<file path="config.mk">
export PLATFORM = sky130hd
export DESIGN_NAME = text_console_flat
export DESIGN_NICKNAME = d
export VERILOG_FILES = /design/src/rtl/text_console_if.sv /design/src/rtl/text_console.sv /design/src/flat_wrapper.sv
export SDC_FILE = /design/constraint.sdc
export NUM_CORES = 1
export LEC_CHECK = 0
export ABC_AREA = 1
export BUFFER_PORTS_ARGS = -buffer_cell sky130_fd_sc_hd__buf_2
export CAP_MARGIN = 20
export CORE_MARGIN = 2
export CORE_UTILIZATION = 27
export DETAILED_ROUTE_END_ITERATION = 12
export GPL_TIMING_DRIVEN = 0
export PLACE_DENSITY_LB_ADDON = 0.15
export SETUP_SLACK_MARGIN = 0.15
export SLEW_MARGIN = 20
export SYNTH_ARGS = -nofsm -noshare
export SYNTH_HDL_FRONTEND = slang
export SYNTH_SLANG_ARGS = --single-unit
</file>
<file path="constraint.sdc">
create_clock -name clk -period 2 [get_ports clk]
set_input_delay 0.2 -clock clk [delete_from_list [all_inputs] [get_ports clk]]
set_output_delay 0.2 -clock clk [all_outputs]
set_load 0.02 [all_outputs]
</file>
<file path="src/rtl/text_console_if.sv">
// Character stream input and frame buffer write port of the text console.
// The slave modport is the console; the master modport is the host side, which also watches the write port.
interface text_console_if;
    logic       in_valid;
    logic [7:0] in_data;
    logic       in_ready;
    logic [5:0] x;
    logic [5:0] y;
    logic [5:0] char;
    logic       we;

    modport slave (
        input  in_valid, in_data,
        output in_ready, x, y, char, we
    );

    modport master (
        output in_valid, in_data,
        input  in_ready, x, y, char, we
    );
endinterface

</file>
<file path="src/rtl/text_console.sv">
// Cursor-tracking text console that owns the frame buffer write port and expands clear-screen into a sweep.
// Optional macro TEXT_CONSOLE_CLEAR_ON_RESET_EN: sweep the whole buffer straight out of reset.
module text_console #(
    parameter int COLS = 40,
    parameter int ROWS = 30
) (
    input  logic              clk,
    input  logic              reset,
    text_console_if.slave     bus,
    output logic [5:0]        cur_x,
    output logic [5:0]        cur_y,
    output logic              busy
);
    typedef enum logic {S_IDLE, S_CLEAR} state_t;

    localparam logic [5:0] LAST_X = 6'(COLS - 1);
    localparam logic [5:0] LAST_Y = 6'(ROWS - 1);

`ifdef TEXT_CONSOLE_CLEAR_ON_RESET_EN
    localparam state_t RESET_STATE = S_CLEAR;
`else
    localparam state_t RESET_STATE = S_IDLE;
`endif

    state_t     state, state_next;
    logic [5:0] sw_x, sw_y, sw_x_next, sw_y_next;
    logic [5:0] cur_x_next, cur_y_next;
    logic [5:0] x_next, y_next, char_next;
    logic       we_next, in_ready_next, busy_next;
    logic [5:0] row_inc;

    always_comb begin
        // NOTE: every signal gets a default before the case so no path leaves it unassigned (no latches).
        state_next = state;
        sw_x_next  = sw_x;
        sw_y_next  = sw_y;
        cur_x_next = cur_x;
        cur_y_next = cur_y;
        x_next     = bus.x;
        y_next     = bus.y;
        char_next  = bus.char;
        we_next    = 1'b0;
        row_inc    = (cur_y == LAST_Y) ? 6'd0 : cur_y + 6'd1;

        case (state)
            S_IDLE: begin
                if (bus.in_valid && bus.in_ready) begin
                    if (!bus.in_data[7]) begin
                        x_next    = cur_x;
                        y_next    = cur_y;
                        char_next = bus.in_data[5:0];
                        we_next   = 1'b1;
                        if (cur_x == LAST_X) begin
                            cur_x_next = 6'd0;
                            cur_y_next = row_inc;
                        end else begin
                            cur_x_next = cur_x + 6'd1;
                        end
                    end else begin
                        case (bus.in_data)
                            8'h80: begin
                                cur_x_next = 6'd0;
                                cur_y_next = row_inc;
                            end
                            8'h81: begin
                                state_next = S_CLEAR;
                                sw_x_next  = 6'd0;
                                sw_y_next  = 6'd0;
                            end
                            8'h82: begin
                                cur_x_next = 6'd0;
                                cur_y_next = 6'd0;
                            end
                            8'h83: begin
                                // Retreat one cell, wrapping (0,0) to the bottom-right corner, and blank it.
                                if (cur_x != 6'd0) begin
                                    cur_x_next = cur_x - 6'd1;
                                end else begin
                                    cur_x_next = LAST_X;
                                    cur_y_next = (cur_y == 6'd0) ? LAST_Y : cur_y - 6'd1;
                                end
                                x_next    = cur_x_next;
                                y_next    = cur_y_next;
                                char_next = 6'd0;
                                we_next   = 1'b1;
                            end
                            default: ;
                        endcase
                    end
                end
            end
            S_CLEAR: begin
                x_next    = sw_x;
                y_next    = sw_y;
                char_next = 6'd0;
                we_next   = 1'b1;
                if (sw_x == LAST_X) begin
                    sw_x_next = 6'd0;
                    if (sw_y == LAST_Y) begin
                        sw_y_next  = 6'd0;
                        state_next = S_IDLE;
                        cur_x_next = 6'd0;
                        cur_y_next = 6'd0;
                    end else begin
                        sw_y_next = sw_y + 6'd1;
                    end
                end else begin
                    sw_x_next = sw_x + 6'd1;
                end
            end
        endcase

        in_ready_next = (state_next == S_IDLE);
        busy_next     = (state_next == S_CLEAR);
    end

    // Handshake flags are registered from the next state, so they never depend combinationally on in_*.
    always_ff @(posedge clk) begin
        if (reset) begin
            state        <= RESET_STATE;
            sw_x         <= 6'd0;
            sw_y         <= 6'd0;
            cur_x        <= 6'd0;
            cur_y        <= 6'd0;
            bus.x        <= 6'd0;
            bus.y        <= 6'd0;
            bus.char     <= 6'd0;
            bus.we       <= 1'b0;
            bus.in_ready <= 1'b0;
            busy         <= 1'b0;
        end else begin
            state        <= state_next;
            sw_x         <= sw_x_next;
            sw_y         <= sw_y_next;
            cur_x        <= cur_x_next;
            cur_y        <= cur_y_next;
            bus.x        <= x_next;
            bus.y        <= y_next;
            bus.char     <= char_next;
            bus.we       <= we_next;
            bus.in_ready <= in_ready_next;
            busy         <= busy_next;
        end
    end
endmodule

</file>
<file path="src/flat_wrapper.sv">
// flat-port wrapper written by rule: the top's interface ports become plain ports
module text_console_flat 
#(
    parameter int COLS = 40,
    parameter int ROWS = 30
)
  (clk, reset, cur_x, cur_y, busy, bus_in_valid, bus_in_data, bus_in_ready, bus_x, bus_y, bus_char, bus_we);
  text_console_if bus_i ();
  input  logic clk;
  input  logic reset;
  output logic [5:0] cur_x;
  output logic [5:0] cur_y;
  output logic busy;
  input wire logic [$bits(bus_i.in_valid)-1:0] bus_in_valid;
  input wire logic [$bits(bus_i.in_data)-1:0] bus_in_data;
  output wire logic [$bits(bus_i.in_ready)-1:0] bus_in_ready;
  output wire logic [$bits(bus_i.x)-1:0] bus_x;
  output wire logic [$bits(bus_i.y)-1:0] bus_y;
  output wire logic [$bits(bus_i.char)-1:0] bus_char;
  output wire logic [$bits(bus_i.we)-1:0] bus_we;
  assign bus_i.in_valid = bus_in_valid;
  assign bus_i.in_data = bus_in_data;
  assign bus_in_ready = bus_i.in_ready;
  assign bus_x = bus_i.x;
  assign bus_y = bus_i.y;
  assign bus_char = bus_i.char;
  assign bus_we = bus_i.we;
  text_console #(.COLS(COLS), .ROWS(ROWS)) u_core (.clk(clk), .reset(reset), .bus(bus_i), .cur_x(cur_x), .cur_y(cur_y), .busy(busy));
endmodule
</file>
## Word-level counts from Yosys, hierarchy flattened

Cells that the tools add are included.

| word-level totals | value |
|---|---|
| output and inout bits | 33 |
| bits in registers | 45 |
| word-level logic and storage cells | 90 |
| input bits | 11 |

| cells by class | value |
|---|---|
| muxes and demuxes | 46 |
| reduce and logical (&&, ||, !) cells | 9 |
| bitwise operators | 2 |
| eq/ne operators | 17 |
| add/subtract/negate cells | 6 |

Operators with widths:

| cell | number |
|---|---|
| $mux 6 | 27 |
| $pmux 6 s2 | 8 |
| $eq 8x8->1 const B | 4 |
| $add 6x1->6 const B | 4 |
| $pmux 6 s3 | 1 |
| $eq 6x5->1 const B | 2 |
| $eq 6x6->1 const B | 2 |
| $sub 6x1->6 const B | 2 |
| $mux 1 | 8 |
| $ne 2x2->1 const B | 4 |
| $reduce_and 4->1 | 2 |
| $logic_not 6->1 | 1 |
| $reduce_bool 6->1 | 1 |
| $ne 5x5->1 const B | 1 |
| $reduce_and 5->1 | 1 |
| $ne 4x4->1 const B | 1 |
| $pmux 1 s2 | 2 |
| $ne 3x2->1 const B | 1 |
| $ne 3x3->1 const B | 1 |
| $reduce_and 3->1 | 1 |
| $ne 2x1->1 const B | 1 |
| $not 1->1 | 2 |
| $reduce_and 2->1 | 1 |
| $reduce_or 2->1 | 1 |
| $logic_and 1x1->1 | 1 |

## Longest topological paths before layout

Gate-level depths: netlist of the first run.

| logic depth | value |
|---|---|
| depth after elaboration | 7 |
| depth in mapped cells | 11 |
| gate-level depth less buffers | 11 |

## Least setup slack after synthesis of the first run

OpenSTA, ideal clock, no wires.

| timing path | value |
|---|---|
| path type | reg-to-reg |
| start | reg u_core.cur_x[0] |
| end | reg u_core.bus.y[3] |
| period minus slack after synthesis | 1655 ps |
| buffers on the path | 1 |
| required time | 1880 ps |
| setup slack | 345 ps |
| data arrival time | 1535 ps |
| setup time | 120 ps |
| stages on the path, launching flop included | 10 |
| cells stage by stage | dfxtp_1 inv_1 ha_1 nand2_1 nor2_2 buf_4 nand3_1 nand3_1 o211ai_1 nand2_1 |

| between the ends | value |
|---|---|
| longest elaborated chain between the ends | 6 |

RTL lines:

| what | RTL line | text |
|---|---|---|
| start, declared | text_console.sv:10 | `output logic [5:0] cur_x,` |
| start signal, assigned | text_console.sv:135 | `cur_x <= cur_x_next;` |
| $reduce_bool 6->1 | text_console.sv:76 | `if (cur_x != 6'd0) begin` |
| $mux 6 | text_console.sv:76 |  |
| $mux 6 | text_console.sv:60 | `case (bus.in_data)` |
| $mux 6 | text_console.sv:48 | `if (!bus.in_data[7]) begin` |
| $mux 6 | text_console.sv:47 | `if (bus.in_valid && bus.in_ready) begin` |
| $pmux 6 s2 | text_console.sv:45 | `case (state)` |
| end signal, assigned | text_console.sv:138 | `bus.y <= y_next;` |
| end, declared | text_console_if.sv:14 | `output in_ready, x, y, char, we` |

No other way between the ends. The select of a mux whose other input is x is not followed.
A chain may end at the register's enable or synchronous reset.

## Worst setup path after layout of the first run

| timing path | value |
|---|---|
| start | reg u_core.sw_x[1] |
| end | reg u_core.cur_y[0] |

| between the ends | value |
|---|---|
| longest elaborated chain between the ends | 3 |

RTL lines:

| what | RTL line | text |
|---|---|---|
| start, declared | text_console.sv:26 | `logic [5:0] sw_x, sw_y, sw_x_next, sw_y_next;` |
| start signal, assigned | text_console.sv:133 | `sw_x <= sw_x_next;` |
| $eq 6x6->1 | text_console.sv:97 | `if (sw_x == LAST_X) begin` |
| $ne 2x2->1 (no line) | - |  |
| $reduce_and 5->1 (no line) | - |  |
| end signal, assigned | text_console.sv:136 | `cur_y <= cur_y_next;` |
| end, declared | text_console.sv:11 | `output logic [5:0] cur_y,` |

No other way between the ends.

==> results of run 1 <==
## final timing paths
| path | from | slack, ns | to |
|---|---|---|---|
| max | u_core.sw_x[1] | 0.29 | u_core.cur_y[0] |
| min | reset | 0.14 | u_core.bus.we |
| max reg2reg | u_core.sw_x[1] | 0.29 | u_core.cur_y[0] |
| min reg2reg | u_core.bus.char[1] | 0.47 | u_core.bus.char[1] |
## cells in the final DEF (no fill, tap or decap), drive strengths merged
cell      count
a21oi        35
a22oi         9
a31o          1
a31oi         4
a32oi         1
and2          1
and3          1
buf          57
bufinv        1
clkbuf       13
clkinvlp      2
dfxtp        45
ha            9
inv          47
nand2       119
nand3        45
nand3b        1
nand4         7
nor2         41
nor3          1
nor3b         3
o211ai        4
o21ai        18
o22ai         1
o31ai         1
or2           1
xnor2         3
xor2          9
## repair_timing
item / CTS / global route
gates resized for setup: 3 / 25
setup endpoints to repair: 12 / 32
endpoints found under the hold margin: 0 / 0
pin swaps: 1 / 2
buffers inserted: 1 / 4
## cell type report
cell class	count	area, µm²
flip-flops and latches	45	908
repair buffers	48	253
well taps	133	166
clock buffers	6	82.6
fillers	1085	6490
inverters	48	184
clock inverters	2	37.5
multi-input cells	315	1660
plain buffers	16	87.6
## metal layers
layer  share of wire  track usage
met1            0.50        0.224
met2            0.44        0.249
met3           0.055       0.0322
met4          0.0057       0.0286
met5               0            0
## metrics by stage
step                setup WS, ns  total power, mW
floorplan                  0.345             1.29
global placement          -0.119             1.44
detailed placement       -0.0575             1.44
CTS                        0.152             2.21
global route               0.140             2.34
finish                     0.285             2.21
## registers in the layout, indices dropped and copies added, names as in the netlist
register             cells
u_core.bus.we            1
u_core.cur_x             6
u_core.cur_y             6
u_core.sw_x              6
u_core.bus.x             6
u_core.bus.in_ready      1
u_core.bus.y             6
u_core.busy              1
u_core.bus.char          6
u_core.sw_y              6
## power by group
part,total [mW],internal (mW),leakage (nW),switching [mW]
Clock,0.757,0.407,0.0574,0.350
Sequential,0.974,0.940,0.368,0.0340
Combinational,0.482,0.156,1.11,0.326
Total,2.21,1.50,1.53,0.709
## kinds of logic (layout without fill, tap and decap cells)
group | after synthesis | in the layout
and+or+nand+nor | 220 | 220
buffers and inverters | 64 | 120
DFF | 45 | 45
adders and majority gates | 9 | 9
xor gates and xnor gates | 12 | 12
AOI/OAI and AO/OA | 74 | 74
==> results.md, run 1 <==
* Period utilisation layout at 0.857
* Dominant combinational cell family by area after synthesis: simple AND/OR/NAND/NOR gates
* Antenna-violating nets left at 0
* Count of warnings emitted by yosys at 0
* Clock H-tree levels at 2
* Horiz. Die Dim at roughly 110 µm
* Ratio of cells with drive above 1 in the final layout at 0.206
* Critical path's largest stage delay at just under 0.4 ns
* CP max FO at 6
* Netlist cell types at 34
* Number of remaining DRC errors at 0
* Routed length per placed instance at around 14 µm
* Area fraction in compound gates after synthesis at 0.155
* Pin count of the biggest net entering global routing at 15
* Number of stages on the worst setup path at 9
* Clock transition at path regs at about 0.1 ns
* Number of top-level pins at 44
* Critical path, cell by cell: ha_1, nand2_1, nor3_1, nor2_2, nor2_4, nand4_1, buf_4, nand2_1, a21oi_1
* GRT Residual Overflow at 0
* Capturing element type of the critical path: flip-flop
* Initial antenna violation count at 0
* Worst-case headroom to the max-slew limit at 0.563
* Total length of routed wires at 8560 µm
* Gate Count Post-Synth at 424
* Post-Route Hold Slack at about 0.14 ns
* Element type at the critical path start: flip-flop
* Worst IR drop on VDD at about 0.00033 V
* Total placed instance area at roughly 3200 µm²
* Count of final hold-check violations at 0
* TritonCTS clock tree: built
* Kind of path behind the tightest hold check: input pin to flip-flop
* Most common flop cell mapped by yosys: dfxtp_1
* Floorplan row count at 36
* Number of cells traversed by the worst hold path at 2
* RSZ-0062 raised after global routing: yes
* Worst-skew pair later-pin latency at ~0.30 ns
* Share of the core filled with cells at 0.342
* Overall via count from detail_route at ~2,900
* Antenna diode instance count at 0
* Fraction of synthesized area in multiplexers at 0
* Fraction of the mapped netlist area in simple logic gates at 0.348
* First-pass GRT wire length at between 10,000 and 15,000 µm
* Setup TNS Final at 0 ns
* Mean post-synth cell area at 6.54 µm²
* Category of the critical setup timing path: flip-flop to flip-flop
* Number of global-route vias before repair at 2,789
* Transition time at the pin with the least slew margin at around 0.66 ns
* Top cell type's share of synthesized area at 0.325
* Max-slew violation count at 0
* Layout Skew at 0.00621 ns
* Root buffer selected by CTS: clkbuf_8
* Number of buffers and inverters on the critical path at 1
* Worst reg-to-reg path cell count at 9
* Commonest cells in the synthesized netlist: nand2_1, dfxtp_1, nand3_1
* Area inside the core boundary at between 9000 and 10,000 µm²
* Cell occurring most often along the worst timing path: nand2_1
* Data arrival time of the worst path at approximately 1.9 ns
* Number of buffers created by CTS at 5
* TritonRoute pass-1 iters at 5
* Standard cell with the maximum stage delay on the critical path: dfxtp_1
* Largest delay share family, worst path: simple AND/OR/NAND/NOR gates
* Synthesized netlist net count at 444
* FF+latch count, synth at 45
* Max Clock Freq at just under 0.6 GHz
* Post-synthesis adder-cell area fraction at 0.0406
* Final critical path time including I/O delays and setup at roughly 1.7 ns
* Post-synthesis cell type with the largest combined area: dfxtp_1
* Post-route design area at roughly 3400 µm²
* Routability congestion estimate at 0.864
* P per Cell Area at approximately 660 nW/µm²
* Xor and xnor fraction of the mapped netlist area at 0.0379
* Die Area at 11,100 µm²
* Synth top area cells: dfxtp_1, nand2_1, nand3_1
* Final-report setup violation count at 0
* Total Routing Usage GR at 0.158
* Outcome: completed
* Vias per std cell at between 4 and 5
* Most numerous cell in the Yosys netlist: nand2_1
* Post-synthesis instance area at roughly 2800 µm²
* Port buffer count at 43
* Clock tree buffer depth at 2
* Proportion of synthesized chip area in sequential cells at 0.325
* Area growth from synthesis to layout at 21.9%
* Finished Layout Cells at 613
* Initial standard-cell utilization of the core at 0.281
* Number of hold buffers added after cts at 0
* Data required time at the worst endpoint at approximately 2.2 ns
* Height of the die at around 110 µm
* Number of maximum-capacitance constraint violations at 0
* Async set-reset flop share out of synthesis at 0
* Iter 0 DRT Violations at 160
* Number of synthesized flops with an enable pin at 0
* Net count, final at around 500
* Final HPWL DP at about 6500 µm
* Leakage power summed over all cells at 1.53 nW
* Clk sink count at 45
* Placed cell count at 600
Power figures use the tool's default switching activity.
==> inputs of run 2 (changes only) <==
--- a/config.mk
+++ b/config.mk
@@ -5,8 +5,8 @@
 export SDC_FILE = /design/constraint.sdc
 export NUM_CORES = 1
 export LEC_CHECK = 0
-export ABC_AREA = 1
-export BUFFER_PORTS_ARGS = -buffer_cell sky130_fd_sc_hd__buf_2
+export ABC_AREA = 0
+export BUFFER_PORTS_ARGS = -buffer_cell sky130_fd_sc_hd__buf_4
 export CAP_MARGIN = 20
 export CORE_MARGIN = 2
 export CORE_UTILIZATION = 27
==> run 2 against run 1 <==
Net effect:
- synthesized cell count decreased by 12%
- largest power group unchanged
- critical endpoint is now u_core.cur_y[5]
- core utilization increased by 4.3 points
- total power shrank 7.7%
- routed wire length up 17%
- sequential share of layout area shrank 3.5 points
- critical path type unchanged
- die area increased by 2.6%
==> results.md, run 2 <==
* Period utilisation layout at 0.970
* Capture endpoint of the worst hold path: u_core.bus.char[4]
* Wl on met1 at 4640 µm
* Synthesized netlist net count at 395
* Clock network fraction of total power at 0.300
* Post-Route Hold Slack at 0.209 ns
* Async set-reset flop share out of synthesis at 0
* Most common cell after layout, fill and taps aside: buf_4
* Max-slew violation count at 0
* TritonRoute pass-1 iters at 5
* Critical path's largest stage delay at roughly 0.39 ns
* Number of top-level pins at 44
* Amount of wire on met2 after detailed routing at 4660 µm
* P per Cell Area at 516 nW/µm²
* Height of the die at about 110 µm
* Total length of routed wires at approximately 10,000 µm
* Hold Path Origin: bus_in_data[4]
* Number of remaining DRC errors at 0
* Number of synthesized flops with an enable pin at 0
* Iter 0 DRT Violations at around 150
* Final setup slack of the worst path at 0.0606 ns
* Reg-to-reg startpoint: u_core.cur_x[0]
* Net count, final at 470
* Ratio of cells with drive above 1 in the final layout at 0.326
* TritonCTS clock tree: built
* Final HPWL DP at around 7100 µm
* Leakage power summed over all cells at around 1.6 nW
* Register share of total power at 0.464
* Comb power frac at 0.236
* Register area at roughly 900 µm²
* Post-synthesis cell type with the largest combined area: dfxtp_1
* Fraction of the mapped netlist area in simple logic gates at 0.285
* Area inside the core boundary at approximately 10,000 µm²
* Count of warnings emitted by yosys at 0
* Element type at the critical path start: flip-flop
* Total Routing Usage GR at 0.177
* Reg-to-reg critical path endpoint: u_core.cur_y[5]
* Post-synthesis instance area at approximately 2800 µm²
* Routability congestion estimate at 0.869
* Standard cell with the maximum stage delay on the critical path: or4_1
* Antenna-violating nets left at 0
* Initial standard-cell utilization of the core at 0.277
* Dominant combinational cell family by area after synthesis: simple AND/OR/NAND/NOR gates
* Number of buffers and inverters on the critical path at 5
* Final critical path time including I/O delays and setup at 1.94 ns
* Number of buffers created by CTS at 5
* Number of maximum-capacitance constraint violations at 0
* Internal power at between 1 and 1.5 mW
* Xor and xnor fraction of the mapped netlist area at 0.0154
* Kind of path behind the tightest hold check: input pin to flip-flop
* Synth top area cells: dfxtp_1, a21oi_1, nand2_1
* Horiz. Die Dim at ~110 µm
* Vias per std cell at 5.38
* Fraction of synthesized area in multiplexers at 0.00352
* Highest layer used for signal routing: met4
* Worst-skew pair later-pin latency at 0.31 ns
* Netlist cell types at 65
* Overall via count from detail_route at approximately 3,200
* Switching portion of total power at 0.332
* Clock transition at path regs at ~0.10 ns
* Top cell type's share of synthesized area at 0.316
* CP max FO at 3
* Layout Skew at about 0.009 ns
* Gate Count Post-Synth at ~380
* Die Area at approximately 11,000 µm²
* Post-synthesis adder-cell area fraction at 0.0396
* Port buffer count at 43
* Count of final hold-check violations at 0
* Max Clock Freq at roughly 0.52 GHz
* FF+latch count, synth at 45
* Total of fill cells in the finished design at 1,110
* Number of global-route vias before repair at slightly above 3,000
* GRT Residual Overflow at 0
* Setup slack after placement at -0.491 ns
* Most common flop cell mapped by yosys: dfxtp_1
* Critical path, cell by cell: buf_8, inv_4, ha_4, nor2b_4, nand4_1, buf_4, buf_6, buf_6, or4_1, nand2_1, a22o_1
* Area growth from synthesis to layout at 39.1%
* Floorplan row count at 37
* First-pass GRT wire length at around 16,000 µm
* Worst-case headroom to the max-slew limit at 0.569
* Commonest cells in the synthesized netlist: a21oi_1, dfxtp_1, nand2_1
* Data required time at the worst endpoint at approximately 2.3 ns
* Worst IR drop on VDD at about 0.00032 V
* Capturing element type of the critical path: flip-flop
* RSZ-0062 raised after global routing: yes
* Commonest cells after routing, fill and taps aside: buf_4, a21oi_1, dfxtp_1, nand2_1, nor2_1
* Number of hold buffers added after cts at 0
* Largest delay share family, worst path: simple AND/OR/NAND/NOR gates
* Net load switching power at a little under 0.7 mW
* Clock tree buffer depth at 2
* Clk sink count at 45
* Most numerous cell in the Yosys netlist: a21oi_1
* Category of the critical setup timing path: flip-flop to flip-flop
* Root buffer selected by CTS: clkbuf_8
* Clock H-tree levels at 2
* Mean post-synth cell area at 7.59 µm²
* Crit. Startpoint: u_core.cur_x[0]
* Overall power of the completed layout at slightly above 2 mW
* Cell occurring most often along the worst timing path: buf_6
* Final-report setup violation count at 0
* Number of cells traversed by the worst hold path at 3
* Proportion of synthesized chip area in sequential cells at 0.316
* Pin count of the biggest net entering global routing at 16
* Outcome: completed
* Data arrival time of the worst path at 2.20 ns
* Flop-to-flop setup slack at 0.06 ns
* Antenna diode instance count at 0
* Routed length per placed instance at 17.1 µm
* Area fraction in compound gates after synthesis at 0.284
* Area taken by multi-input logic gates at 2020 µm²
* Worst reg-to-reg path cell count at 11
* Share of the core filled with cells at 0.385
* Initial antenna violation count at 0
* DR WL met3 at just under 600 µm
* Transition time at the pin with the least slew margin at approximately 0.65 ns
==> run 2: changes by cell type in the layout (fill, tap and decap cells not counted), sizes merged, moves of 8 or more <==
cell    before  now
nor2        41   33
inv         47   16
buf         57   75
a21oi       35   46
nand2      119   34
nand3       45   20
clkbuf      13   23
nor3         1   12
==> run 2: logic make-up after synthesis <==
group / Yosys count
AO/OA/AOI/OAI: 123
AND/OR/NAND/NOR: 151
XOR/XNOR: 5
multiplexers: 1
flip-flops: 45
buffers and inverters: 41
adder cells (fa/ha/maj): 9
==> run 2: layout make-up <==
type	instances	share of cell area
buffer	25	0.0398
multi-input combinational	289	0.510
timing repair buffer	68	0.134
clock inverter	3	0.00569
sequential	45	0.234
inverter	16	0.0164
clock buffer	5	0.0174
tap	136	0.0430
==> run 2: per-layer routing <==
layer | up-vias | global-route usage
met5 | - | 0
met4 | 0 | 0.0575
met3 | 11 | 0.0286
met2 | 102 | 0.287
met1 | 1491 | 0.239
li1 | 1553 | -
==> run 2: worst min-delay path: cells and delay by family <==
kind | cells | cell delay [ns]
AO/OA/AOI/OAI | 1 | 0.06
buffers and inverters | 1 | 0.12
AND/OR/NAND/NOR | 1 | 0.09
==> run 2: power groups by stage <==
stage | combinational, mW | clock, mW | sequential [mW]
2_1_floorplan | 0.215 | 0 | 1.01
3_3_place_gp | 0.413 | 0 | 0.972
3_5_place_dp | 0.413 | 0 | 0.973
4_1_cts | 0.452 | 0.636 | 0.949
5_1_grt | 0.528 | 0.669 | 0.953
6_report | 0.482 | 0.614 | 0.947
==> run 2: repair_timing <==
item,in CTS,in global routing
pin swaps,11,13
setup buffers,17,8
setup endpoints to repair,36,35
resized for setup,36,53
==> run 2: worst max-delay path by stage <==
stage | endpoint | slack [ns] | cells past startpoint
6_report | u_core.cur_y[5] | 0.06 | 11
5_1_grt | u_core.cur_y[5] | 0.01 | 11
4_1_cts | u_core.bus.y[5] | -0.0006 | 8
3_5_place_dp | u_core.cur_y[1] | -0.49 | 6
3_3_place_gp | u_core.cur_y[1] | -0.52 | 6
2_1_floorplan | u_core.bus.y[5] | 0.09 | 8
==> run 2: per-stage QoR <==
stage               cell area (µm²)  setup TNS, ns  cells
floorplan                      2910              0    375
global placement               3400          -4.31    554
detailed placement             3400          -3.47    554
CTS                            3740      -0.000593    579
global route                   3960              0    587
finish                         3960              0    587
==> inputs of run 3 (changes only) <==
==> constraint.sdc (replaced) <==
create_clock -name clk -period 2 [get_ports clk]
set_input_delay 0.1 -clock clk [delete_from_list [all_inputs] [get_ports clk]]
set_output_delay 0.1 -clock clk [all_outputs]
set_load 0.02 [all_outputs]
==> run 3 against run 2 <==
Net effect:
- core utilization fell by 0.58 points
- sequential cell count did not move
- first-iteration DRC count decreased by 22%
- register-to-register slack got worse by 0.02 ns
- via count rose by 0.54%
- clock-buffer cell count did not move
- die area unchanged
- sequential power is essentially flat
- setup slack lost 0.015 ns
- critical endpoint is now u_core.bus.y[5]
- highest routed layer unchanged
==> results.md, run 3 (synthesized netlist as in run 2, its figures left out) <==
* Die Area at 11,400 µm²
* Leakage power summed over all cells at 1.54 nW
* Number of remaining DRC errors at 0
* Initial antenna violation count at 0
* Period utilisation layout at 0.977
* GRT met1 Usage at 0.234
* Port buffer count at 43
* Number of maximum-capacitance constraint violations at 0
* Count of final hold-check violations at 0
* Data arrival time of the worst path at ~2.2 ns
* Routed length per placed instance at 16.7 µm
* Vias per std cell at ~5.4
* Register area at slightly above 900 µm²
* Final critical path time including I/O delays and setup at 1.95 ns
* Outcome: completed
* Number of global-route vias before repair at just under 3,000
* Worst-skew pair later-pin latency at around 0.3 ns
* Clock transition at path regs at 0.10 ns
* Overall power of the completed layout at approximately 2.0 mW
* Area inside the core boundary at between 10,000 and 15,000 µm²
* Commonest cells after routing, fill and taps aside: buf_4, a21oi_1, nand2_1, dfxtp_1, nor2_1
* Height of the die at between 100 and 150 µm
* Antenna diode instance count at 0
* Max Clock Freq at a little over 0.5 GHz
* Capturing element type of the critical path: flip-flop
* Antenna-violating nets left at 0
* Pin count of the biggest net entering global routing at 16
* Total placed instance area at about 3400 µm²
* Clock tree buffer depth at 2
* Floorplan row count at 37
* Element type at the critical path start: flip-flop
* Final HPWL DP at around 7100 µm
* Routability congestion estimate at approximately 0.88
* First-pass GRT wire length at around 15,000 µm
* GRT Residual Overflow at 0
* Met3 track utilization from global routing at 0.0243
* Max-slew violation count at 0
* TritonRoute pass-1 iters at 4
* Total of fill cells in the finished design at ~1,100
* Flop-to-flop setup slack at 0.05 ns
* Number of top-level pins at 44
* Reg-to-reg startpoint: u_core.cur_x[0]
* Overall via count from detail_route at 3,174
* Worst IR drop on VDD at about 0.00034 V
* Crit. Startpoint: u_core.cur_x[0]
* Data required time at the worst endpoint at around 2.2 ns
* TritonCTS clock tree: built
* Horiz. Die Dim at 107 µm
* Area growth from synthesis to layout at 37.0%
* Worst setup endpoint: u_core.bus.y[5]
* Total length of routed wires at 9840 µm
* Worst reg-to-reg path cell count at 8
* Category of the critical setup timing path: flip-flop to flip-flop
* Setup TNS Final at 0 ns
* Area taken by multi-input logic gates at between 1500 and 2000 µm²
* Number of buffers created by CTS at 5
* Worst-case headroom to the max-slew limit at 0.531
* Kind of path behind the tightest hold check: input pin to flip-flop
* Ratio of cells with drive above 1 in the final layout at 0.314
* Most used routing layer in global routing: met2
* Initial standard-cell utilization of the core at 0.277
* Met2 Resource Use GR at 0.276
* Transition time at the pin with the least slew margin at around 0.70 ns
* Net count, final at ~470
* Layout Skew at between 0.01 and 0.015 ns
* P per Cell Area at between 500 and 600 nW/µm²
* Number of hold buffers added after cts at 0
* Reg-to-reg critical path endpoint: u_core.bus.y[5]
* Root buffer selected by CTS: clkbuf_8
* Clock H-tree levels at 2
* RSZ-0062 raised after global routing: yes
* CP max FO at 4
* Clk sink count at between 40 and 50
* Total Routing Usage GR at 0.169
* Most common cell after layout, fill and taps aside: buf_4
* Iter 0 DRT Violations at 120
* Final-report setup violation count at 0
* Post-route design area at ~3900 µm²
[run 3: cell count changes in the layout (fill, tap and decap cells not counted), sizes merged]
cell,before,now
buf,75,76
inv,16,17
clkinv,3,1
clkinvlp,0,1
[run 3: final cells by class]
class                      count  share of cell area
buffer                        25              0.0382
tap                          136              0.0436
timing repair buffer          69               0.134
clock inverter                 3             0.00546
inverter                      16              0.0167
clock buffer                   5              0.0177
multi-input combinational    289               0.508
sequential                    45               0.237
[run 3: worst max-delay path: stages (launching register included)]
cell and delay, ns:
dfxtp_2 0.34, buf_8 0.12, inv_4 0.05, ha_4 0.14
nor2b_4 0.17, nand4_1 0.13, or4_4 0.45, a311o_1 0.36
a21oi_1 0.12
[run 3: worst min-delay path by stage]
stage | from | to | slack, ns | cells after the start
floorplan | bus_in_data[0] | u_core.bus.char[0] | 0.27 | 2
global placement | bus_in_data[2] | u_core.bus.char[2] | 0.42 | 3
detailed placement | bus_in_data[2] | u_core.bus.char[2] | 0.43 | 3
CTS | bus_in_data[3] | u_core.bus.char[3] | 0.1 | 3
global route | bus_in_data[2] | u_core.bus.char[2] | 0.1 | 3
finish | bus_in_data[3] | u_core.bus.char[3] | 0.10 | 3
[run 3: timing repair]
action / 4_1_cts / 5_1_grt
buffers inserted: 11 / 15
gates cloned: 0 / 0
endpoints found under the setup margin: 33 / 30
resized for setup: 31 / 39
pin swaps: 6 / 15
[run 3: power by group]
part,switching [mW],internal [mW],total [mW]
clock,0.354,0.249,0.603
combinational,0.282,0.174,0.456
sequential,0.0203,0.929,0.949
[run 3: per-stage QoR]
stage / cells / util / hold WS, ns / worst slack (ns)
2_1_floorplan: 375 / - / 0.271 / 0.0873
3_3_place_gp: 554 / 0.331 / 0.424 / -0.468
3_5_place_dp: 554 / 0.331 / 0.427 / -0.495
4_1_cts: 573 / 0.356 / 0.0995 / 0.0610
5_1_grt: 588 / 0.379 / 0.0967 / -0.00296
6_report: 588 / 0.379 / 0.104 / 0.0453
[run 3: routing by layer]
| metal | up-vias | share of wire |
|---|---|---|
| met5 | - | 0 |
| met4 | 0 | 0.011 |
| met3 | 6 | 0.052 |
| met1 | 1537 | 0.47 |
| li1 | 1548 | - |
| met2 | 83 | 0.46 |
